**src/rtl/cart_hdr_pkg.sv**
```systemverilog
// Shared constants, state encoding and size-code helper for the cartridge header loader.
package cart_hdr_pkg;

  localparam logic [14:0] HDR_TYPE       = 15'h0147;
  localparam logic [14:0] HDR_ROM        = 15'h0148;
  localparam logic [14:0] HDR_RAM        = 15'h0149;
  localparam logic [14:0] HDR_CSUM_FIRST = 15'h0134;
  localparam logic [14:0] HDR_CSUM       = 15'h014D;

  localparam logic [7:0] ROM_CODE_MAX = 8'd6;
  localparam logic [7:0] RAM_CODE_MAX = 8'd3;

  typedef enum logic [2:0] {
    IDLE  = 3'd0,
    REQ   = 3'd1,
    GAP   = 3'd2,
    CHECK = 3'd3,
    DONE  = 3'd4,
    ERR   = 3'd5
  } hdr_state_e;

  // A 2 kB RAM is not a size the MBC decodes, so it is rounded up to 8 kB.
  function automatic logic [1:0] ram_code(input logic [7:0] raw);
    return (raw == 8'd1) ? 2'd2 : raw[1:0];
  endfunction

endpackage

```
**src/rtl/cart_hdr_checksum.sv**
```systemverilog
// Running header checksum: every strobed byte updates sum <= sum - byte - 1 (mod 256).
module cart_hdr_checksum (
  input  logic       clk,
  input  logic       nreset,
  input  logic       clear_i,
  input  logic       strobe_i,
  input  logic [7:0] data_i,
  output logic [7:0] sum_o
);

  logic [7:0] sum_q, sum_d;

  always_comb begin
    sum_d = sum_q;
    if (clear_i) begin
      sum_d = 8'h00;
    end else if (strobe_i) begin
      sum_d = sum_q - data_i - 8'd1;
    end
  end

  always_ff @(posedge clk or negedge nreset) begin
    if (!nreset) begin
      sum_q <= 8'h00;
    end else begin
      sum_q <= sum_d;
    end
  end

  assign sum_o = sum_q;

endmodule

```
**src/rtl/cart_header_loader.sv**
```systemverilog
// Boot-time cartridge header reader that holds the MBC in reset until the sizes are known.
// Define CART_HEADER_CHECKSUM_EN to read 0x0134..0x014D and verify the header checksum.
module cart_header_loader
  import cart_hdr_pkg::*;
#(
  parameter int unsigned TIMEOUT_CYCLES = 255
) (
  input  logic        clk,
  input  logic        nreset,
  output logic [14:0] mem_adr,
  output logic        mem_rd,
  input  logic        mem_ack,
  input  logic [7:0]  mem_data,
  output logic [7:0]  cart_type,
  output logic [2:0]  rom_size,
  output logic [1:0]  ram_size,
  output logic        mbc_reset,
  output logic        hdr_busy,
  output logic        hdr_valid,
  output logic        hdr_err
);

  localparam logic [7:0] TMO_LAST = 8'(TIMEOUT_CYCLES - 1);

`ifdef CART_HEADER_CHECKSUM_EN
  localparam logic [14:0] START_ADR = HDR_CSUM_FIRST;
  localparam logic [14:0] END_ADR   = HDR_CSUM;
`else
  localparam logic [14:0] START_ADR = HDR_TYPE;
  localparam logic [14:0] END_ADR   = HDR_RAM;
`endif

  hdr_state_e  state_q, state_d;
  logic [14:0] adr_q, adr_d;
  logic [7:0]  tmo_q, tmo_d;
  logic [7:0]  type_q, type_d;
  logic [7:0]  romRaw_q, romRaw_d;
  logic [7:0]  ramRaw_q, ramRaw_d;
  logic [2:0]  romSize_q, romSize_d;
  logic [1:0]  ramSize_q, ramSize_d;
  logic        rangeBad;
  logic        csumBad;

`ifdef CART_HEADER_CHECKSUM_EN
  logic [7:0] sum;
  logic [7:0] csumByte_q, csumByte_d;
  logic       sumClear, sumStrobe;

  assign sumClear  = (state_q == IDLE);
  assign sumStrobe = (state_q == REQ) && mem_ack && (adr_q != HDR_CSUM);

  cart_hdr_checksum u_checksum (
    .clk      (clk),
    .nreset   (nreset),
    .clear_i  (sumClear),
    .strobe_i (sumStrobe),
    .data_i   (mem_data),
    .sum_o    (sum)
  );

  always_comb begin
    csumByte_d = csumByte_q;
    if ((state_q == REQ) && mem_ack && (adr_q == HDR_CSUM)) begin
      csumByte_d = mem_data;
    end
  end

  always_ff @(posedge clk or negedge nreset) begin
    if (!nreset) begin
      csumByte_q <= 8'h00;
    end else begin
      csumByte_q <= csumByte_d;
    end
  end

  assign csumBad = (csumByte_q != sum);
`else
  assign csumBad = 1'b0;
`endif

  always_comb begin
    state_d   = state_q;
    adr_d     = adr_q;
    tmo_d     = tmo_q;
    type_d    = type_q;
    romRaw_d  = romRaw_q;
    ramRaw_d  = ramRaw_q;
    romSize_d = romSize_q;
    ramSize_d = ramSize_q;
    rangeBad  = (romRaw_q > ROM_CODE_MAX) || (ramRaw_q > RAM_CODE_MAX);

    case (state_q)
      IDLE: begin
        adr_d   = START_ADR;
        tmo_d   = 8'h00;
        state_d = REQ;
      end
      REQ: begin
        if (mem_ack) begin
          if (adr_q == HDR_TYPE) type_d   = mem_data;
          if (adr_q == HDR_ROM)  romRaw_d = mem_data;
          if (adr_q == HDR_RAM)  ramRaw_d = mem_data;
          state_d = GAP;
        end else if (tmo_q == TMO_LAST) begin
          state_d = ERR;
        end else begin
          tmo_d = tmo_q + 8'd1;
        end
      end
      GAP: begin
        tmo_d = 8'h00;
        if (adr_q == END_ADR) begin
          state_d = CHECK;
        end else begin
          adr_d   = adr_q + 15'd1;
          state_d = REQ;
        end
      end
      CHECK: begin
        if (rangeBad || csumBad) begin
          state_d = ERR;
        end else begin
          // Sizes are published on the same edge that releases the MBC.
          romSize_d = romRaw_q[2:0];
          ramSize_d = ram_code(ramRaw_q);
          state_d   = DONE;
        end
      end
      default: begin
      end
    endcase
  end

  always_ff @(posedge clk or negedge nreset) begin
    if (!nreset) begin
      state_q   <= IDLE;
      adr_q     <= 15'h0000;
      tmo_q     <= 8'h00;
      type_q    <= 8'h00;
      romRaw_q  <= 8'h00;
      ramRaw_q  <= 8'h00;
      romSize_q <= 3'd0;
      ramSize_q <= 2'd0;
    end else begin
      state_q   <= state_d;
      adr_q     <= adr_d;
      tmo_q     <= tmo_d;
      type_q    <= type_d;
      romRaw_q  <= romRaw_d;
      ramRaw_q  <= ramRaw_d;
      romSize_q <= romSize_d;
      ramSize_q <= ramSize_d;
    end
  end

  assign mem_adr   = adr_q;
  assign mem_rd    = (state_q == REQ);
  assign cart_type = type_q;
  assign rom_size  = romSize_q;
  assign ram_size  = ramSize_q;
  assign hdr_busy  = (state_q == REQ) || (state_q == GAP) || (state_q == CHECK);
  assign mbc_reset = !((state_q == DONE) || (state_q == ERR));
  assign hdr_valid = (state_q == DONE);
  assign hdr_err   = (state_q == ERR);

endmodule

```
**config.mk**
```make
export PLATFORM = sky130hd
export DESIGN_NAME = cart_header_loader
export DESIGN_NICKNAME = d
export VERILOG_FILES = /design/src/rtl/cart_hdr_pkg.sv /design/src/rtl/cart_hdr_checksum.sv /design/src/rtl/cart_header_loader.sv
export SDC_FILE = /design/constraint.sdc
export NUM_CORES = 1
export LEC_CHECK = 0
export BUFFER_PORTS_ARGS = -buffer_cell sky130_fd_sc_hd__buf_2
export CAP_MARGIN = 10
export CELL_PAD_IN_SITES_DETAIL_PLACEMENT = 0
export CELL_PAD_IN_SITES_GLOBAL_PLACEMENT = 1
export CORE_ASPECT_RATIO = 1.1
export CORE_MARGIN = 4
export CORE_UTILIZATION = 45
export CTS_BUF_LIST = sky130_fd_sc_hd__clkbuf_8
export CTS_CLUSTER_DIAMETER = 150
export DETAILED_ROUTE_END_ITERATION = 12
export PLACE_DENSITY_LB_ADDON = 0.05
export SYNTH_ARGS = -nofsm -noshare
export SYNTH_HDL_FRONTEND = slang
export SYNTH_SLANG_ARGS = --single-unit
```
**constraint.sdc**
```tcl
create_clock -name clk -period 2.5 [get_ports clk]
set_clock_uncertainty 0.2 [all_clocks]
set_input_delay 0.375 -clock clk [delete_from_list [all_inputs] [get_ports clk]]
set_output_delay 0.375 -clock clk [all_outputs]
set_load 0.05 [all_outputs]
```
==> flow_summary.yaml, run 1 <==
grt:
  grt_pass1_wl_um: 10200
  grt.total_usage: 0.178
  grt_start_max_net_pins: 36
  grt_pass1_vias: 2090
  antenna_found_initial: 0
  grt_overflow: 0
placement:
  gp_congestion: 0.783
  port_buffers: 43
  post_dp_cell_area_mm2: 0.00308
  place_inst: 379
  post-place-ws_ps: 200
  hpwlAfterDp_um: 4440
setup_path:
  worstPathArrival_ps: 2270
  crit_start: "mem_adr[13]"
  worst-path-max-fanout: 8
  critical_path_required_ps: 2500
  r2r_slack_ps: 220
  crit_type: "register to register"
  critPathLaunchType: "register"
  r2r-start: "mem_adr[13]"
  endpoint_kind: "register"
timing:
  whs_ps: 132
  tightestPinTransition_ps: 526
  fmax_ghz: 0.439
  slew_headroom: 0.650
  fin_crit_sh: 0.911
  finalWorstSetupSlack_ps: 223
  rsz0062_at_grt: "no"
  setup_tns_ps: 0
  hold_violations: 0
  slew_viol_final: 0
  fin_crit_ps: 2280
  setup_viol: 0
cells_and_area:
  fin_util: 0.547
  fillers: 545
  nets: 326
  diodes: 0
  drive_gt1_frac: 0.322
  area_delta_synth_final_pct: 17.1
  instances_no_fill: 388
  final_area_mm2: 0.00319
logic_synthesis:
  yosysTopAreaCell: "dfrtp_1"
  mappedNetlistNets: 275
  async_flop_share: 1.00
  synth_flop_cell: "dfrtp_1"
  yosysMostFrequentCell: "dfrtp_1"
  synth_area_leaders: "dfrtp_1, mux2_2, nand2_1"
  synth_top_area_share: 0.505
  syn_avg_cell_area_um2: 10.5
  yosysWarnings: 0
  synth_edf_count: 0
  synth-seq-cells: 55
  ys_seq_area_frac: 0.505
  synth_cells: 259
  synth_area_mm2: 0.00273
  synth_cell_type_count: 49
  yosys-top-cells-count: "dfrtp_1, nand2_1, mux2_2, o21ai_0, nor2_1"
clock_tree:
  cts_buffer_depth: 2
  numClockSinks: 55
  htreeDepth: 2
  clk_pin_slew_ps: 100
  post_cts.repair.setup_buffers: 0
  clock_latency_ps: 300
  clockRootBuffer: "clkbuf_8"
  cts-buffers-inserted: 5
  cts_tree: "done"
drt:
  post-route-drc-count: 0
  drtIter0Drc: 106
  wl_um: 5940
  ant_nets: 0
  wl_per_cell_um: 15.3
  firstDrtPassIters: 4
  vias: 2131
  vias_per_cell: 5.49
flow_run:
  maxCapViolCount: 0
pwr:
  p_leak_nw: 1.55
  power.density_mw_per_mm2: 454
  peakVddDrop_mv: 0.280
  total_power_mw: 1.45
worst_hold_path:
  hold_path.class: "input pin to register"
  holdCritStartpoint: "mem_data[0]"
die:
  core_mm2: 0.00584
  ios: 44
  start_util: 0.467
  die_h_um: 89.7
  die_w_um: 82.2
  num_rows: 29
  fp.dieArea_mm2: 0.00737
run_status:
  status: "completed"
[state kept, by name, indices dropped and copies added (netlist names)]
name and count:
rom_size 3, cart_type 8, ram_size 2, mem_adr 15
tmo_q 8, romRaw_q 8, state_q 3, ramRaw_q 8
[final cells by class]
class / count / area [um^2] / share of cell area
Sequential cell: 55 / 1380 / 0.431
Tap cell: 77 / 96.3 / 0.0302
Clock buffer: 6 / 82.6 / 0.0259
Timing Repair Buffer: 54 / 313 / 0.0980
Multi-Input combinational cell: 184 / 1270 / 0.399
Inverter: 10 / 37.5 / 0.0118
Clock inverter: 2 / 13.8 / 0.00431
[cells in the final DEF, fill, tap and decap left out, types with 3 or more instances in the layout]
cell / n
dfrtp_1: 55
buf_2: 43
nand2_1: 28
mux2_2: 27
o21ai_0: 17
nor2_1: 16
nand3_1: 10
a21oi_1: 10
inv_1: 9
buf_4: 9
nor4_1: 6
mux2i_1: 6
or3_1: 6
clkbuf_8: 6
or4_1: 5
ha_1: 5
o31ai_1: 4
o211ai_1: 4
and3_1: 3
nand4_1: 3
[worst paths after layout]
path | endpoint | cells after the start
min in group asynchronous | tmo_q[3] | 2
max | romRaw_q[6] | 4
min | ramRaw_q[0] | 2
max reg2reg | romRaw_q[6] | 4
min reg2reg | cart_type[4] | 1
max in group asynchronous | romRaw_q[5] | 3
[worst max-delay path, cell delays in order, from the launching register on]
cell	delay, ps
dfrtp_1	430
nor4_1	480
nand4b_1	200
and4bb_2	490
mux2_2	360
[cells by family after synthesis]
family                     synth area share
adders and majority gates            0.0229
DFF                                   0.505
AOI/OAI and AO/OA                     0.101
and+or+nand+nor                       0.204
muxes                                 0.133
buffers and inverters                0.0307
xor gates and xnor gates            0.00321
[metal layers]
layer,track usage,part of all wire
met4,0.0468,0.0077
met2,0.289,0.49
met3,0.0319,0.033
met1,0.246,0.47
met5,0,0
[timing repair]
item                                   CTS  global route
setup endpoints to repair                0             8
resized for setup                        0             1
endpoints found under the hold margin   20             0
hold buffers                             1             0
[power by group]
group          internal, mW  leakage, nW  total [mW]  switching [mW]
clock network         0.227       0.0516       0.518           0.291
logic                0.0121        0.754      0.0380          0.0260
registers             0.891        0.743       0.892         0.00171
total                  1.13         1.55        1.45           0.318
(Power assumes the default switching activity.)
==> run 2: changes to the inputs <==
- CAP_MARGIN: 10 -> 20
- CELL_PAD_IN_SITES_DETAIL_PLACEMENT: 0 -> 1
- CELL_PAD_IN_SITES_GLOBAL_PLACEMENT: 1 -> 2
- CORE_UTILIZATION: 45 -> 37
==> run 2 against run 1 <==
Net effect: wire length rose by 14%; flip-flop and latch count unchanged; combinational power rose by 5.8%; maximum frequency decreased by 1.9%; sequential share of layout area is 0.70 points lower; register-to-register slack got worse by 40 ps; count of clock-buffer cells in the layout fell by 1; non-clock buffer count rose by 4; clock power up 19%; critical path depth stayed put; critical endpoint is now romRaw_q[4].
==> flow_summary.yaml, run 2 (synthesized netlist as in run 1, its figures left out) <==
placement:
  port_buffers: 43
  gp_congestion: 0.756
  hpwlAfterDp_um: 4970
drt:
  wl_per_cell_um: 17.0
  post-route-drc-count: 0
  vias_per_cell: 5.36
  wl_um: 6790
  ant_nets: 0
  drtIter0Drc: 42
  firstDrtPassIters: 4
  vias: 2142
timing:
  setup_tns_ps: 0
  setup_viol: 0
  rsz0062_at_grt: "no"
  fin_crit_ps: 2320
  fmax_ghz: 0.431
  fin_crit_sh: 0.929
  tightestPinTransition_ps: 750
  hold_violations: 0
  slew_headroom: 0.500
  slew_viol_final: 0
worst_hold_path:
  hold_path.class: "input pin to register"
setup_path:
  critPathLaunchType: "register"
  critical_path_required_ps: 2500
  crit_type: "register to register"
  endpoint_kind: "register"
  worstPathArrival_ps: 2330
  worst-path-max-fanout: 8
grt:
  grt_overflow: 0
  grt_pass1_vias: 2386
  grt_start_max_net_pins: 30
  antenna_found_initial: 0
  grt.total_usage: 0.167
  grt_pass1_wl_um: 12100
pwr:
  peakVddDrop_mv: 0.246
  power.density_mw_per_mm2: 478
  p_leak_nw: 1.57
cells_and_area:
  area_delta_synth_final_pct: 19.0
  largest_reg_flops: 15
  diodes: 0
  nets: 330
  fin_util: 0.458
  most-common-layout-cells: "dfrtp_1, buf_2, nand2_1"
  drive_gt1_frac: 0.327
  final_common_cell: "dfrtp_1"
die:
  start_util: 0.385
  fp.dieArea_mm2: 0.00881
  die_h_um: 98.1
  num_rows: 32
  core_mm2: 0.00709
  die_w_um: 89.9
  ios: 44
clock_tree:
  clockRootBuffer: "clkbuf_8"
  htreeDepth: 2
  cts_buffer_depth: 2
  post_cts_resized: 0
  cts-buffers-inserted: 5
  clk_pin_slew_ps: 110
  numClockSinks: 55
  clock_latency_ps: 310
  cts_hold_buf: 1
  cts_tree: "done"
  post_cts.repair.setup_buffers: 0
run_status:
  status: "completed"
flow_run:
  maxCapViolCount: 0
-- run 2: cell count changes in the layout (fill, tap and decap cells not counted), sizes merged --
cell / previous run / this run
buf: 53 / 57
bufinv: 0 / 1
clkbuf: 6 / 5
clkinv: 2 / 1
clkinvlp: 0 / 1
-- run 2: per-layer routing --
layer	wire length [um]	part of all wire	track usage	vias to the layer above
li1	-	-	-	1043
met1	3170	0.47	0.215	1066
met2	3380	0.50	0.293	31
met3	202	0.030	0.0277	2
met4	40	0.0059	0.0424	0
met5	0	0	0	-
-- run 2: layout make-up --
type | count | area, um^2
Clock buffer | 5 | 68.8
Multi-Input combinational cell | 184 | 1270
Sequential cell | 55 | 1380
Clock inverter | 3 | 46.3
Fill cell | 813 | 3840
Inverter | 10 | 37.5
Tap cell | 85 | 106
Timing Repair Buffer | 58 | 343
-- run 2: per-stage QoR --
step           worst slack [ps]  instance area (um^2)  power (mW)  hold slack (ps)  cells
2_1_floorplan               141                  2730       0.913             -121    259
3_3_place_gp                235                  3120       0.951              286    391
3_5_place_dp                208                  3120       0.951              295    391
4_1_cts                     183                  3250        1.59              108    400
5_1_grt                    65.2                  3250        1.63              114    400
6_report                    178                  3250        1.55              128    400
-- run 2: worst max-delay path, stage by stage (launching register included) --
cell	delay (ps)
dfrtp_1	460
nor4b_1	460
nand4b_1	230
and4bb_2	490
mux2_2	370
-- run 2: power by group --
| part | internal (mW) | switching [mW] | total, mW |
|---|---|---|---|
| Clock | 0.302 | 0.317 | 0.619 |
| Sequential | 0.891 | 0.00170 | 0.892 |
| Combinational | 0.0123 | 0.0279 | 0.0402 |
| Total | 1.21 | 0.346 | 1.55 |
-- run 2: path summary, 6_finish.rpt --
path	to	startpoint	cells past startpoint	slack, ps
setup / recovery	romRaw_q[4]	mem_adr[4]	4	180
hold / removal	cart_type[7]	mem_data[7]	2	130
setup reg to reg	romRaw_q[4]	mem_adr[4]	4	180
hold reg to reg	cart_type[3]	cart_type[3]	1	320
max in group asynchronous	romRaw_q[5]	nreset	3	1050
min in group asynchronous	tmo_q[3]	nreset	2	450
==> run 3: changes to the inputs <==
- ABC_AREA: unset -> 1
- CORE_UTILIZATION: 37 -> 36
- GPL_TIMING_DRIVEN: unset -> 0
- RECOVER_POWER: unset -> 50
==> run 3 against run 2 <==
Net effect: first-iteration DRC count increased by 74%; area after synthesis increased by 22%; design area increased by 17%; global-route usage increased by 0.30 points; count of clock-buffer cells in the layout unchanged; setup slack improved by 280 ps; highest routed layer unchanged; flip-flop and latch count unchanged; clock power decreased by 9.9%; maximum frequency increased by 14%; total power decreased by 4.0%; wire length increased by 24%.
==> flow_summary.yaml, run 3 <==
run_status:
  status: "completed"
grt:
  grt_pass1_vias: 2960
  grtUsageMet3: 0.0198
  grtUsageMet2: 0.289
  use_met1: 0.232
  grt_start_max_net_pins: 36
  grt_overflow: 0
  grt.total_usage: 0.170
  grt_pass1_wl_um: 14700
  busiest_layer: "met2"
  antenna_found_initial: 0
logic_synthesis:
  synth_edf_count: 0
  syn_avg_cell_area_um2: 8.28
  synth_cells: 401
  yosysMostFrequentCell: "nand2_1"
  synth_area_leaders: "dfrtp_1, nand2_1, o21ai_2"
  yosysTopAreaCell: "dfrtp_1"
  yosysWarnings: 0
  synth_area_mm2: 0.00332
  mappedNetlistNets: 417
  synth_top_area_share: 0.415
  async_flop_share: 1.00
  synth_cell_type_count: 31
  yosys-top-cells-count: "nand2_1, dfrtp_1, nand3_1, nor2_1, inv_1"
  ys_seq_area_frac: 0.415
  synth-seq-cells: 55
  synth_flop_cell: "dfrtp_1"
timing:
  slew_headroom: 0.153
  finalWorstSetupSlack_ps: 463
  setup_tns_ps: 0
  rsz0062_at_grt: "no"
  setup_viol: 0
  hold_violations: 0
  slew_viol_final: 0
  tightestPinTransition_ps: 1270
  fin_crit_sh: 0.815
  fin_crit_ps: 2040
  fmax_ghz: 0.491
drt:
  vias: 2751
  drtIter0Drc: 73
  firstDrtPassIters: 4
  ant_nets: 0
  vias_per_cell: 4.84
  post-route-drc-count: 0
  wl_um: 8450
  wl_per_cell_um: 14.9
clock_tree:
  clk_pin_slew_ps: 120
  htreeDepth: 2
  post_cts_resized: 0
  clockRootBuffer: "clkbuf_8"
  cts_tree: "done"
  cts_buffer_depth: 2
  cts-buffers-inserted: 5
  clock_latency_ps: 320
  numClockSinks: 55
die:
  die_h_um: 109
  fp.dieArea_mm2: 0.0108
  num_rows: 36
  ios: 44
  die_w_um: 99.6
  core_mm2: 0.00892
  start_util: 0.372
pwr:
  power.density_mw_per_mm2: 393
  p_leak_nw: 1.77
  peakVddDrop_mv: 0.247
placement:
  gp_congestion: 0.788
  post-place-ws_ps: 502
  hpwlAfterDp_um: 6410
  place_inst: 559
  port_buffers: 43
setup_path:
  critical_path_required_ps: 1920
  worstPathArrival_ps: 1460
  timing.critical_path.cells: "inv_2, nand2_1, nor2_1, buf_2"
  crit_family: "buffers and inverters"
  cp_slowest_stage_delay_ps: 460
  cp_num_buf_inv: 2
  crit_type: "register to primary output"
  cpMaxStageDelayCell: "dfrtp_1"
  worst-path-max-fanout: 7
  critPathLaunchType: "register"
  endpoint_kind: "primary output"
cells_and_area:
  final_common_cell: "nand2_1"
  fillers: 1113
  drive_gt1_frac: 0.267
  area_delta_synth_final_pct: 14.2
  diodes: 0
  instances_no_fill: 568
  largest_reg_flops: 15
  nets: 469
  most-common-layout-cells: "nand2_1, dfrtp_1, nand3_1"
worst_hold_path:
  hold_path.class: "input pin to register"
flow_run:
  maxCapViolCount: 0
-- run 3: cell types whose count changed in the layout (fill, tap and decap cells not counted), moves of 14 or more --
cell      change
nand2_1      +79
nand3_1      +38
o21ai_2      +30
inv_1        +27
mux2_2       -27
nor2_1       +23
clkbuf_1     +16
buf_2        -14
-- run 3: power breakdown --
| part | switching [mW] | internal, mW |
|---|---|---|
| combinational | 0.0316 | 0.0107 |
| clock | 0.346 | 0.212 |
| sequential | 0 | 0.889 |
-- run 3: tightest hold or removal path: stages --
cell,delay (ps)
buf_2,70
inv_1,70
o21ai_2,130
-- run 3: area by class of cell --
class | instances | area, um^2 | share of cell area
well taps | 114 | 143 | 0.0376
flip-flops and latches | 55 | 1380 | 0.363
plain buffers | 11 | 116 | 0.0307
clock inverters | 3 | 33.8 | 0.00891
repair buffers | 45 | 225 | 0.0594
multi-input cells | 295 | 1680 | 0.442
clock buffers | 5 | 68.8 | 0.0182
inverters | 40 | 150 | 0.0396
-- run 3: metal layers --
layer  routed length, um  up-vias  share of wire
li1                    -     1391              -
met1                4100     1321           0.49
met2                4050       33           0.48
met3                 204        6          0.024
met4                  91        0          0.011
met5                   0        -              0
-- run 3: final timing paths --
path	slack (ps)	endpoint	cells past startpoint	from
max	460	hdr_valid	4	state_q[1]
min	160	romRaw_q[4]	3	mem_data[4]
max reg2reg	490	mem_adr[10]	8	mem_adr[0]
min reg2reg	290	ram_size[1]	2	ram_size[1]
max in group asynchronous	660	mem_adr[0]	3	nreset
min in group asynchronous	630	rom_size[1]	2	nreset
-- run 3: what timing repair did --
item	4_1_cts	5_1_grt
buffers inserted	0	0
hold endpoints to repair	20	0
setup endpoints to repair	0	0
hold buffers	1	0
-- run 3: through the flow --
step	total power, mW	utilization	hold slack, ps	instance area [um^2]
3_3_place_gp	0.946	0.412	253	3680
6_report	1.49	0.425	155	3790
3_5_place_dp	0.950	0.415	181	3700
4_1_cts	1.52	0.427	145	3810
5_1_grt	1.56	0.425	156	3790
2_1_floorplan	0.917	-	-121	3320
-- run 3: cells by family after synthesis --
logic type	share of synthesized area
compound gates	0.109
xor+xnor	0.0106
fa+ha+maj	0.0188
buf+inv	0.0803
flops	0.415
simple gates	0.367
